===== src/rtl/gpio_in_ctrl.sv =====
// gpio_in_ctrl: memory-mapped controller for N_CH debounced board inputs.
// Each lane has a 2-FF synchroniser and a debounce counter. The top level
// adds sticky edge flags, a mode/irq config register and the bus read mux.

// One input lane: synchroniser plus debounce filter.
module gpio_in_lane #(
    parameter int DB_CYCLES = 20000
) (
    input  logic clk,
    input  logic rst,
    input  logic din,
    output logic raw,
    output logic level
);
    localparam int CW = $clog2(DB_CYCLES + 1);
    localparam logic [CW-1:0] CNT_LAST = CW'(DB_CYCLES - 1);

    logic          sync1;
    logic [CW-1:0] cnt;

    // Two-flop synchroniser; raw is the second stage.
    always_ff @(posedge clk) begin
        if (rst) begin
            sync1 <= 1'b0;
            raw   <= 1'b0;
        end else begin
            sync1 <= din;
            raw   <= sync1;
        end
    end

    // Accept a new level only after DB_CYCLES consecutive differing samples.
    always_ff @(posedge clk) begin
        if (rst) begin
            cnt   <= '0;
            level <= 1'b0;
        end else if (raw == level) begin
            cnt <= '0;
        end else if (cnt == CNT_LAST) begin
            level <= raw;
            cnt   <= '0;
        end else begin
            cnt <= cnt + 1'b1;
        end
    end
endmodule

module gpio_in_ctrl #(
    parameter int          N_CH      = 24,
    parameter int          DB_CYCLES = 20000,
    parameter logic [31:0] BASE_ADDR = 32'hFFFF_F070
) (
    input  logic            clk,
    input  logic            rst,
    input  logic [31:0]     addr,
    input  logic            we,
    input  logic [31:0]     wdata,
    output logic [31:0]     rdata,
    input  logic [N_CH-1:0] din,
    output logic            irq
);
    logic [N_CH-1:0] raw;
    logic [N_CH-1:0] level;
    logic [N_CH-1:0] level_q;
    logic [N_CH-1:0] edge_flags;
    logic [N_CH-1:0] ev;
    logic [N_CH-1:0] w1c;
    logic [2:0]      cfg;
    logic            sel;
    logic            wr_edge;
    logic            wr_cfg;

    for (genvar i = 0; i < N_CH; i++) begin : g_lane
        gpio_in_lane #(.DB_CYCLES(DB_CYCLES)) u_lane (
            .clk   (clk),
            .rst   (rst),
            .din   (din[i]),
            .raw   (raw[i]),
            .level (level[i])
        );
    end

    assign sel     = (addr[31:4] == BASE_ADDR[31:4]);
    assign wr_edge = we && sel && (addr[3:2] == 2'd1);
    assign wr_cfg  = we && sel && (addr[3:2] == 2'd2);

    // Edge events come from comparing the debounced level with last cycle's.
    always_comb begin
        ev  = '0;
        w1c = '0;
        unique case (cfg[1:0])
            2'b00:   ev = level & ~level_q;
            2'b01:   ev = ~level & level_q;
            default: ev = level ^ level_q;
        endcase
        if (wr_edge) w1c = wdata[N_CH-1:0];
    end

    // Flags, config and irq; a new event beats a same-cycle clear.
    always_ff @(posedge clk) begin
        if (rst) begin
            level_q    <= '0;
            edge_flags <= '0;
            cfg        <= '0;
            irq        <= 1'b0;
        end else begin
            level_q    <= level;
            edge_flags <= (edge_flags & ~w1c) | ev;
            if (wr_cfg) cfg <= wdata[2:0];
            irq        <= cfg[2] & (|edge_flags);
        end
    end

    // Read mux; unselected addresses read zero.
    always_comb begin
        rdata = '0;
        if (sel) begin
            unique case (addr[3:2])
                2'd0: rdata = 32'(level);
                2'd1: rdata = 32'(edge_flags);
                2'd2: rdata = 32'(cfg);
                2'd3: rdata = 32'(raw);
            endcase
        end
    end

    logic unused_ok;
    assign unused_ok = ^{addr[1:0], wdata};
endmodule

===== config.mk =====
export PLATFORM = sky130hd
export DESIGN_NAME = gpio_in_ctrl
export DESIGN_NICKNAME = d
export VERILOG_FILES = /design/src/rtl/gpio_in_ctrl.sv
export SDC_FILE = /design/constraint.sdc
export NUM_CORES = 1
export LEC_CHECK = 0
export CAP_MARGIN = 10
export CORE_ASPECT_RATIO = 1.4
export CORE_MARGIN = 3
export CORE_UTILIZATION = 67
export CTS_CLUSTER_DIAMETER = 200
export DETAILED_ROUTE_END_ITERATION = 8
export DONT_BUFFER_PORTS = 1
export GPL_TIMING_DRIVEN = 0
export HOLD_SLACK_MARGIN = 0.05
export PLACE_DENSITY = 0.91
export SETUP_SLACK_MARGIN = 0.05
export SLEW_MARGIN = 10
export SYNTH_ARGS = -nofsm -noshare
export SYNTH_HDL_FRONTEND = slang
export SYNTH_HIERARCHICAL = 1
export SYNTH_SLANG_ARGS = --single-unit

===== constraint.sdc =====
create_clock -name clk -period 5.4 [get_ports clk]
set_clock_uncertainty 0.05 [all_clocks]
set_input_delay 1.08 -clock clk [delete_from_list [all_inputs] [get_ports clk]]
set_output_delay 1.08 -clock clk [all_outputs]
set_load 0.01 [all_outputs]

==> flow_summary_export.csv, run 1 <==
group,metric,value,unit
logic_synthesis,dominantRegCellSynth,"sky130_fd_sc_hd__dfxtp_1",
detailed_routing,count_of_unresolved_drc_violations_after_routing,0,
sta,layout_min_cycle_time,4.31,ns
power_and_ir_drop,cellPowerDensity,272,nW/um2
power_and_ir_drop,p_seq_share,50.3,%
layout,layout_commonest_cell,"sky130_fd_sc_hd__dfxtp_1",
clock_tree,cts-resized-gates,0,
logic_synthesis,ys_seq_elements,484,
sta,final_hold_viol_count,0,
run,maxCapViolCount,0,
clock_tree,tritoncts.num_buffers,46,
clock_tree,post_cts_hold_buffer_count,0,
sta,final_min_period_over_clock_period,79.8,%
layout,most_frequent_cells_in_the_layout,"sky130_fd_sc_hd__dfxtp_1 (484), sky130_fd_sc_hd__xor2_1 (278), sky130_fd_sc_hd__nor2_2 (230)",
layout,area_growth,9.26,%
setup_path,worstRegToRegCells,6,
worst_hold_path,hold_path.startpoint,"g_lane[4].u_lane/sync1$_SDFF_PP0_",
global_route,first_global_vias,18136,
place,placement.cell_area,24700,um2
detailed_routing,postRouteWirelength,51500,um
detailed_routing,via_count_normalized_by_instance_count,5.91,
logic_synthesis,postSynthCellCount,2449,
global_route,top_usage_layer,"met2",
setup_path,cpLargestDelayFamily,"simple AND/OR/NAND/NOR gates",
detailed_routing,dr_wl_cell,17.2,um
die,design.die.area,38400,um2
global_route,grt_remaining_overflow,0,
clock_tree,cts.root.buffer_cell,"sky130_fd_sc_hd__clkbuf_16",
logic_synthesis,synth.yosys.warnings,6,
power_and_ir_drop,internal_power,5.70,mW
setup_path,timing.critical_path.slowest_cell_delay,0.54,ns
setup_path,worstSetupPathType,"in -> out",
logic_synthesis,synth_cell_type_count,47,
global_route,met3_usage,5.60,%
setup_path,worstPathCellList,"or4b_4 -> nor4_4 -> nand2_1 -> clkbuf_1 -> nor2_1",
global_route,initial_antenna_violation_count,3,
die,initial_standard_cell_utilization_of_the_core,68.4,%
sta,report.final.slew_viol_count,0,
detailed_routing,routed-via-count,17725,
die,core_region_area,35300,um2
logic_synthesis,top_area_cells_in_the_synthesized_netlist,"sky130_fd_sc_hd__dfxtp_1 (40%), sky130_fd_sc_hd__xor2_1 (10%), sky130_fd_sc_hd__nor2_2 (6.0%)",
logic_synthesis,synth_enable_flop_cells,0,
setup_path,critical_path.reg2reg.startpoint,"cfg[0]$_SDFFE_PP0P_",
sta,tightestPinTransition,0.733,ns
global_route,grt_use_met1,28.8,%
die,fp-row-count,81,
detailed_routing,drt_pre_antenna_iters,6,
clock_tree,cts_setup_buffers,0,
logic_synthesis,post-synth-top-area-cell,"sky130_fd_sc_hd__dfxtp_1",
die,dieWidth,166,um
setup_path,crit_arrival,3.18,ns
logic_synthesis,post_synth_top_area_share,40.1,%
die,die_h,231,um
setup_path,crit_cells,5,
clock_tree,ctsLongestPathBuffers,3,
logic_synthesis,asyncSetResetFlopFracSynth,0,%
setup_path,cp_max_fo,10,
layout,drive_above_1_share,20.3,%
sta,totalNegativeSetupSlack,0,ns
die,boundaryPins,124,
logic_synthesis,syn_area,24100,um2
clock_tree,numClockSinks,484,
sta,timing.max_slew.rel_slack,50.8,%
setup_path,crit_path_end_kind,"output pin",
global_route,grtUsageMet2,49.2,%
global_route,grt_max_degree,98,
detailed_routing,final_antenna_net_count,0,
place,place_hpwl,35300,um
worst_hold_path,hold_path_depth,1,
place,port-buffer-count,0,
logic_synthesis,synth-seq-area-share,40.1,%
setup_path,crit_start,"addr[9]",
clock_tree,clock_slew_at_reported_path_ffs,0.06,ns
global_route,grt_use_total,26.0,%
clock_tree,clkLatencyLatePin,0.56,ns
power_and_ir_drop,power_frac_comb,1.8,%
power_and_ir_drop,swShare,20.4,%
power_and_ir_drop,power_leakage,9.66,nW
sta,timing.final.setup_violations,0,
power_and_ir_drop,power_switching,1.47,mW
sta,rsz0062_at_grt,"false",
setup_path,timing.critical_path.buf_inv,1,
setup_path,worst-endpoint-required,4.27,ns
power_and_ir_drop,peakVddDrop,0.344,mV
outcome,status,"finished clean",
layout,fin_nets,2667,
place,gp_congestion,0.916,
setup_path,start_kind,"input port",
detailed_routing,dr.first_iter.drc_count,1107,
setup_path,cp_slowest_cell,"sky130_fd_sc_hd__or4b_4",
power_and_ir_drop,power_share_of_the_clock_group,47.9,%
clock_tree,cts.htree.levels,2,
layout,post_layout_inst_area,26400,um2
worst_hold_path,min-delay-path-class,"reg -> reg",
sta,fmax,232,MHz
logic_synthesis,syn_area_per_cell,9.86,um2
clock_tree,tritoncts,"built",
global_route,first_pass_grt_wire_length,85400,um
-- path summary, 6_finish.rpt --
path,end,slack (ns)
hold / removal,g_lane[4].u_lane/raw$_SDFF_PP0_,0.38
hold reg to reg,g_lane[4].u_lane/raw$_SDFF_PP0_,0.38
setup reg to reg,edge_flags[17]$_SDFF_PP0_,3.04
setup / recovery,rdata[11],1.09
-- routing by layer --
metal	wire, um	up-vias
li1	-	8475
met1	19600	8607
met2	27000	536
met3	3540	105
met4	1380	2
met5	14	-
-- flip-flops by register name, indices dropped and copies added, names as in the netlist --
register / cells
g_lane.u_lane/raw: 24
level_q: 24
irq: 1
g_lane.u_lane/sync1: 24
g_lane.u_lane/level: 24
edge_flags: 24
cfg: 3
g_lane.u_lane/cnt: 360
-- through the flow --
stage	setup slack, ns	total power [mW]	utilization (%)	instances	hold WS (ns)
after global placement	1.19	3.81	70.1	2912	0.367
final	1.09	7.17	74.8	2999	0.385
after detailed placement	1.14	3.82	70.1	2912	0.370
after floorplan	1.84	3.79	-	2456	0.364
after global routing	1.02	7.37	74.8	2998	0.402
after CTS	1.13	7.22	74.8	2997	0.385
-- cell usage after synthesis (57+ instances only) --
library cell	count
sky130_fd_sc_hd__nand4_1	148
sky130_fd_sc_hd__ha_1	72
sky130_fd_sc_hd__nor2_1	201
sky130_fd_sc_hd__nand2_1	121
sky130_fd_sc_hd__inv_1	76
sky130_fd_sc_hd__xnor2_1	57
sky130_fd_sc_hd__xor2_1	278
sky130_fd_sc_hd__dfxtp_1	484
sky130_fd_sc_hd__and3_1	72
sky130_fd_sc_hd__nand3_1	97
sky130_fd_sc_hd__and4_1	93
sky130_fd_sc_hd__nor2_2	230
-- logic make-up (layout without fill, tap and decap cells) --
| kind of cell | count (synthesis) | after routing | synth area share [%] |
|---|---|---|---|
| mux | 51 | 51 | 2.40 |
| compound gates | 123 | 123 | 3.04 |
| buf+inv | 206 | 291 | 5.45 |
| simple gates | 1177 | 1177 | 33.1 |
| fa+ha+maj | 72 | 72 | 3.73 |
| other cells | 1 | 10 | 0.0155 |
| flops | 484 | 484 | 40.1 |
| xor+xnor | 335 | 335 | 12.2 |
-- worst reg2reg max path: stages, from the launching register on --
cell and delay (ns):
sky130_fd_sc_hd__dfxtp_1 0.31, sky130_fd_sc_hd__clkbuf_1 0.46, sky130_fd_sc_hd__buf_2 0.45, sky130_fd_sc_hd__mux2_2 0.38, sky130_fd_sc_hd__o21ai_0 0.33, sky130_fd_sc_hd__nand2_1 0.10, sky130_fd_sc_hd__o21a_1 0.18
-- power groups by stage --
| stage | clock (mW) | combinational (mW) | sequential, mW |
|---|---|---|---|
| floorplan | 0 | 0.104 | 3.68 |
| global placement | 0 | 0.124 | 3.69 |
| detailed placement | 0 | 0.128 | 3.69 |
| CTS | 3.48 | 0.130 | 3.61 |
| global route | 3.62 | 0.142 | 3.61 |
| finish | 3.43 | 0.131 | 3.61 |
-- area by class of cell --
cell class / instances / area [um2]
tap: 456 / 571
sequential: 484 / 9690
inverter: 76 / 285
clock inverter: 16 / 211
multi-input combinational: 1766 / 13200
antenna: 2 / 5.00
fill: 2209 / 8900
buffer: 130 / 1030
clock buffer: 69 / 1420
Note: power is estimated with default switching activity, not from simulation.
==> run 2: changes to the inputs <==
Settings changed: CORE_UTILIZATION 67 to 64, PLACE_DENSITY 0.91 to 0.88.
Clock period 5.4 ns to 4.03 ns, I/O delays scaled along.
==> run 2 against run 1 <==
Compared with the run above:
- sequential power increased by 34%
- utilization shrank 3.5 points
- register-to-register slack got worse by 1.3 ns
- largest power group unchanged
==> flow_summary_export.csv, run 2 (synthesized netlist as in run 1, its figures left out) <==
group,metric,value,unit
die,design.die.area,40100,um2
setup_path,critical_path.reg2reg.startpoint,"cfg[0]$_SDFFE_PP0P_",
die,dieWidth,170,um
sta,totalNegativeSetupSlack,0,ns
clock_tree,tritoncts,"built",
power_and_ir_drop,swShare,20.5,%
sta,rsz0062_at_grt,"false",
global_route,grt_use_total,24.6,%
clock_tree,cts_setup_buffers,0,
layout,post_layout_inst_area,26300,um2
setup_path,cp_max_fo,10,
clock_tree,clock_slew_at_reported_path_ffs,0.06,ns
layout,registers.top_by_ff_count,"g_lane.u_lane/cnt",
layout,filler_cell_count,2593,
detailed_routing,postRouteWirelength,50200,um
sta,hold_slack,0.290,ns
clock_tree,cts.root.buffer_cell,"sky130_fd_sc_hd__clkbuf_16",
place,dpl_worst_slack,0.266,ns
run,maxCapViolCount,0,
sta,final_min_period_over_clock_period,92.9,%
die,initial_standard_cell_utilization_of_the_core,65.3,%
setup_path,timing.rr.end,"edge_flags[16]$_SDFF_PP0_",
setup_path,start_kind,"input port",
detailed_routing,count_of_unresolved_drc_violations_after_routing,0,
place,port-buffer-count,0,
clock_tree,cts.htree.levels,2,
detailed_routing,final_antenna_net_count,0,
setup_path,worst-endpoint-required,3.17,ns
layout,most_frequent_cells_in_the_layout,"sky130_fd_sc_hd__dfxtp_1 (484), sky130_fd_sc_hd__xor2_1 (278), sky130_fd_sc_hd__nor2_2 (230)",
clock_tree,ctsLongestPathBuffers,3,
die,die_h,236,um
global_route,grt_remaining_overflow,0,
layout,layout_commonest_cell,"sky130_fd_sc_hd__dfxtp_1",
power_and_ir_drop,fin_total_pwr,9.50,mW
sta,timing.final.setup_violations,0,
layout,finish.utilization,71.2,%
layout,multiInputGateArea,13200,um2
detailed_routing,via_count_normalized_by_instance_count,5.77,
setup_path,crit_arrival,2.89,ns
place,numPlacedInstances,2923,
power_and_ir_drop,power_share_of_the_clock_group,47.3,%
global_route,initial_antenna_violation_count,2,
sta,layout_min_cycle_time,3.74,ns
global_route,first_global_vias,17841,
sta,report.final.slew_viol_count,0,
layout,area_growth,9.09,%
worst_hold_path,min-delay-path-class,"in -> reg",
die,fp-row-count,83,
place,gp_congestion,0.875,
global_route,grt_max_degree,98,
power_and_ir_drop,internal_power,7.56,mW
power_and_ir_drop,power_leakage,9.63,nW
sta,final_worst_setup_slack,0.286,ns
worst_hold_path,hold_path_depth,1,
power_and_ir_drop,cellPowerDensity,361,nW/um2
detailed_routing,dr.first_iter.drc_count,934,
power_and_ir_drop,p_seq_share,50.9,%
layout,drive_above_1_share,20.3,%
place,place_hpwl,35200,um
clock_tree,numClockSinks,484,
power_and_ir_drop,power_frac_comb,1.8,%
layout,stdcell_count,3008,
sta,tightestPinTransition,0.742,ns
detailed_routing,drt_pre_antenna_iters,5,
power_and_ir_drop,peakVddDrop,0.384,mV
clock_tree,clkLatencyLatePin,0.55,ns
setup_path,crit_path_end_kind,"output pin",
sta,timing.max_slew.rel_slack,50.6,%
global_route,first_pass_grt_wire_length,83700,um
clock_tree,cts-resized-gates,0,
layout,seqCellArea,9690,um2
worst_hold_path,end_point_of_the_most_critical_hold_path,"g_lane[16].u_lane/level$_SDFFE_PP0P_",
die,core_region_area,37000,um2
setup_path,regToRegSetupSlack,1.77,ns
outcome,status,"finished clean",
layout,fin_nets,2667,
layout,largest_reg_flops,360,
die,boundaryPins,124,
sta,fmax,267,MHz
sta,final_hold_viol_count,0,
setup_path,worstRegToRegCells,6,
worst_hold_path,hold_path.startpoint,"rst",
setup_path,worstSetupPathType,"in -> out",
detailed_routing,routed-via-count,17369,
power_and_ir_drop,power_switching,1.95,mW
clock_tree,post_cts_hold_buffer_count,0,
detailed_routing,dr_wl_cell,16.7,um
place,placement.cell_area,24700,um2
clock_tree,tritoncts.num_buffers,46,
==> run 2: power by group through the flow <==
stage / sequential (mW) / clock, mW / combinational (mW)
2_1_floorplan: 4.93 / 0 / 0.139
3_3_place_gp: 4.94 / 0 / 0.168
4_1_cts: 4.83 / 4.58 / 0.174
3_5_place_dp: 4.94 / 0 / 0.172
6_report: 4.83 / 4.49 / 0.175
5_1_grt: 4.83 / 4.78 / 0.190
==> run 2: worst max-delay path: stages <==
cell                       delay (ns)
sky130_fd_sc_hd__or4b_4          0.54
sky130_fd_sc_hd__nor4_4          0.40
sky130_fd_sc_hd__nand2_1         0.31
sky130_fd_sc_hd__clkbuf_1        0.37
sky130_fd_sc_hd__nor2_1          0.46
==> run 2: cell type report <==
class | count | share of cell area (%)
Sequential cell | 484 | 36.8
Antenna cell | 3 | 0.0285
Clock inverter | 16 | 0.794
Buffer | 130 | 3.91
Clock buffer | 66 | 5.19
Inverter | 76 | 1.08
Multi-Input combinational cell | 1766 | 50.0
Tap cell | 467 | 2.22
==> run 2: how the worst max path moves through the flow <==
| stage | startpoint | end | slack [ns] | cells past startpoint |
|---|---|---|---|---|
| 2_1_floorplan | addr[9] | rdata[10] | 1.02 | 5 |
| 3_3_place_gp | addr[9] | rdata[6] | 0.27 | 5 |
| 3_5_place_dp | addr[9] | rdata[6] | 0.27 | 5 |
| 4_1_cts | addr[9] | rdata[6] | 0.24 | 5 |
| 5_1_grt | addr[9] | rdata[9] | 0.15 | 5 |
| 6_report | addr[9] | rdata[6] | 0.29 | 5 |
==> run 2: metal layers <==
layer / GRT usage, % / vias up / part of all wire, %
li1: - / 8475 / -
met3: 4.83 / 85 / 6.1
met4: 8.51 / 0 / 3.0
met5: 0 / - / 0
met2: 45.1 / 406 / 52
met1: 28.1 / 8403 / 39
==> run 3: changes to the inputs <==
Settings changed: CORE_MARGIN 3 to 2, SLEW_MARGIN 10 to not set.
==> run 3 against run 2 <==
Compared with the run above:
- fmax is 1.2% lower
- critical endpoint is now rdata[5]
- routed wire length is 0.39% lower
- non-clock buffer count stayed put
- hold slack worse by 0.013 ns
- die area is 2.0% lower
- cell count hardly changed
- combinational power hardly changed
==> flow_summary_export.csv, run 3 (synthesized netlist as in run 1, its figures left out) <==
group,metric,value,unit
worst_hold_path,min-delay-path-class,"in -> reg",
detailed_routing,routed-via-count,17492,
place,place_hpwl,34900,um
layout,multiInputGateArea,13200,um2
die,core_region_area,37400,um2
layout,largest_reg_flops,360,
clock_tree,tritoncts,"built",
detailed_routing,count_of_unresolved_drc_violations_after_routing,0,
setup_path,crit_path_end_kind,"output pin",
sta,rsz0062_at_grt,"false",
layout,seqCellArea,9690,um2
die,fp-row-count,84,
setup_path,worst-endpoint-required,3.17,ns
setup_path,crit_start,"addr[9]",
global_route,grt_remaining_overflow,0,
detailed_routing,dr_wl_cell,16.6,um
sta,hold_slack,0.277,ns
power_and_ir_drop,power_leakage,9.56,nW
setup_path,worstSetupPathType,"in -> out",
setup_path,cp_max_fo,10,
sta,timing.max_slew.rel_slack,52.9,%
clock_tree,tritoncts.num_buffers,46,
run,maxCapViolCount,0,
sta,totalNegativeSetupSlack,0,ns
layout,fin_nets,2667,
power_and_ir_drop,cellPowerDensity,352,nW/um2
die,design.die.area,39300,um2
clock_tree,numClockSinks,484,
die,dieWidth,168,um
layout,layout_commonest_cell,"sky130_fd_sc_hd__dfxtp_1",
layout,post_layout_inst_area,26200,um2
sta,timing.final.setup_violations,0,
sta,final_hold_viol_count,0,
place,gp_congestion,0.848,
layout,registers.top_by_ff_count,"g_lane.u_lane/cnt",
clock_tree,cts.root.buffer_cell,"sky130_fd_sc_hd__clkbuf_16",
detailed_routing,dr.first_iter.drc_count,979,
clock_tree,clock_slew_at_reported_path_ffs,0.06,ns
setup_path,worstPathCellList,"or4b_4 -> nor4_4 -> nand2_1 -> clkbuf_1 -> nor2_1",
die,initial_standard_cell_utilization_of_the_core,64.5,%
clock_tree,cts.htree.levels,2,
die,boundaryPins,124,
clock_tree,ctsLongestPathBuffers,3,
clock_tree,cts-resized-gates,0,
power_and_ir_drop,peakVddDrop,0.377,mV
global_route,first_global_vias,17815,
sta,layout_min_cycle_time,3.79,ns
outcome,status,"finished clean",
detailed_routing,final_antenna_net_count,0,
global_route,grt_max_degree,98,
setup_path,timing.critical_path.slowest_cell_delay,0.54,ns
detailed_routing,drt_pre_antenna_iters,5,
layout,filler_cell_count,2605,
layout,most_frequent_cells_in_the_layout,"sky130_fd_sc_hd__dfxtp_1 (484), sky130_fd_sc_hd__xor2_1 (278), sky130_fd_sc_hd__nor2_2 (230)",
clock_tree,cts_setup_buffers,0,
setup_path,cpLargestDelayFamily,"simple AND/OR/NAND/NOR gates",
power_and_ir_drop,fin_total_pwr,9.24,mW
detailed_routing,postRouteWirelength,50000,um
setup_path,timing.critical_path.buf_inv,1,
setup_path,crit_arrival,2.93,ns
setup_path,critical_path.reg2reg.startpoint,"cfg[0]$_SDFFE_PP0P_",
setup_path,start_kind,"input port",
clock_tree,post_cts_hold_buffer_count,0,
layout,area_growth,8.65,%
global_route,grt_use_total,25.1,%
place,port-buffer-count,0,
sta,tightestPinTransition,0.700,ns
worst_hold_path,hold_path.startpoint,"rst",
setup_path,cp_slowest_cell,"sky130_fd_sc_hd__or4b_4",
place,placement.cell_area,24800,um2
die,die_h,234,um
global_route,first_pass_grt_wire_length,82600,um
sta,final_min_period_over_clock_period,94.1,%
clock_tree,clkLatencyLatePin,0.56,ns
detailed_routing,via_count_normalized_by_instance_count,5.81,
global_route,initial_antenna_violation_count,5,
sta,fmax,264,MHz
sta,report.final.slew_viol_count,0,
layout,drive_above_1_share,20.0,%
[run 3: cell type report]
| cell class | instances | share of cell area [%] |
|---|---|---|
| buffer | 130 | 3.93 |
| multi-input combinational | 1766 | 50.2 |
| inverter | 76 | 1.09 |
| antenna | 4 | 0.0382 |
| clock inverter | 11 | 0.449 |
| clock buffer | 67 | 5.12 |
| sequential | 484 | 37.0 |
| tap | 473 | 2.26 |
[run 3: final timing paths]
check	endpoint	slack (ns)	cells after the start
setup reg to reg	edge_flags[15]$_SDFF_PP0_	1.84	6
hold / removal	g_lane[21].u_lane/sync1$_SDFF_PP0_	0.28	1
setup / recovery	rdata[5]	0.24	5
hold reg to reg	g_lane[20].u_lane/raw$_SDFF_PP0_	0.39	1
[run 3: where the power goes]
| group | switching [mW] | internal [mW] |
|---|---|---|
| Clock | 1.80 | 2.43 |
| Sequential | 0.0204 | 4.81 |
| Combinational | 0.106 | 0.0701 |
| Total | 1.92 | 7.31 |
[run 3: through the flow]
stage	utilization (%)	worst slack (ns)	std cells
after floorplan	-	1.02	2456
after global placement	66.2	0.305	2929
after detailed placement	66.2	0.285	2929
after CTS	70.1	0.282	3007
after global routing	70.1	0.192	3010
final	70.1	0.239	3011
[run 3: worst register-to-register path: cells and delay by family (launching register included)]
kind,cells,cell delay (ns)
buffers and inverters,2,0.81
AO/OA/AOI/OAI,2,0.43
multiplexers,1,0.39
flip-flops,1,0.31
AND/OR/NAND/NOR,1,0.10
[run 3: per-layer routing]
layer | share of wire [%] | vias up | global-route usage (%)
met5 | 0.026 | - | 0
met4 | 3.9 | 2 | 11.2
met3 | 6.2 | 128 | 4.71
met2 | 51 | 484 | 47.1
met1 | 39 | 8402 | 27.6
li1 | - | 8476 | -
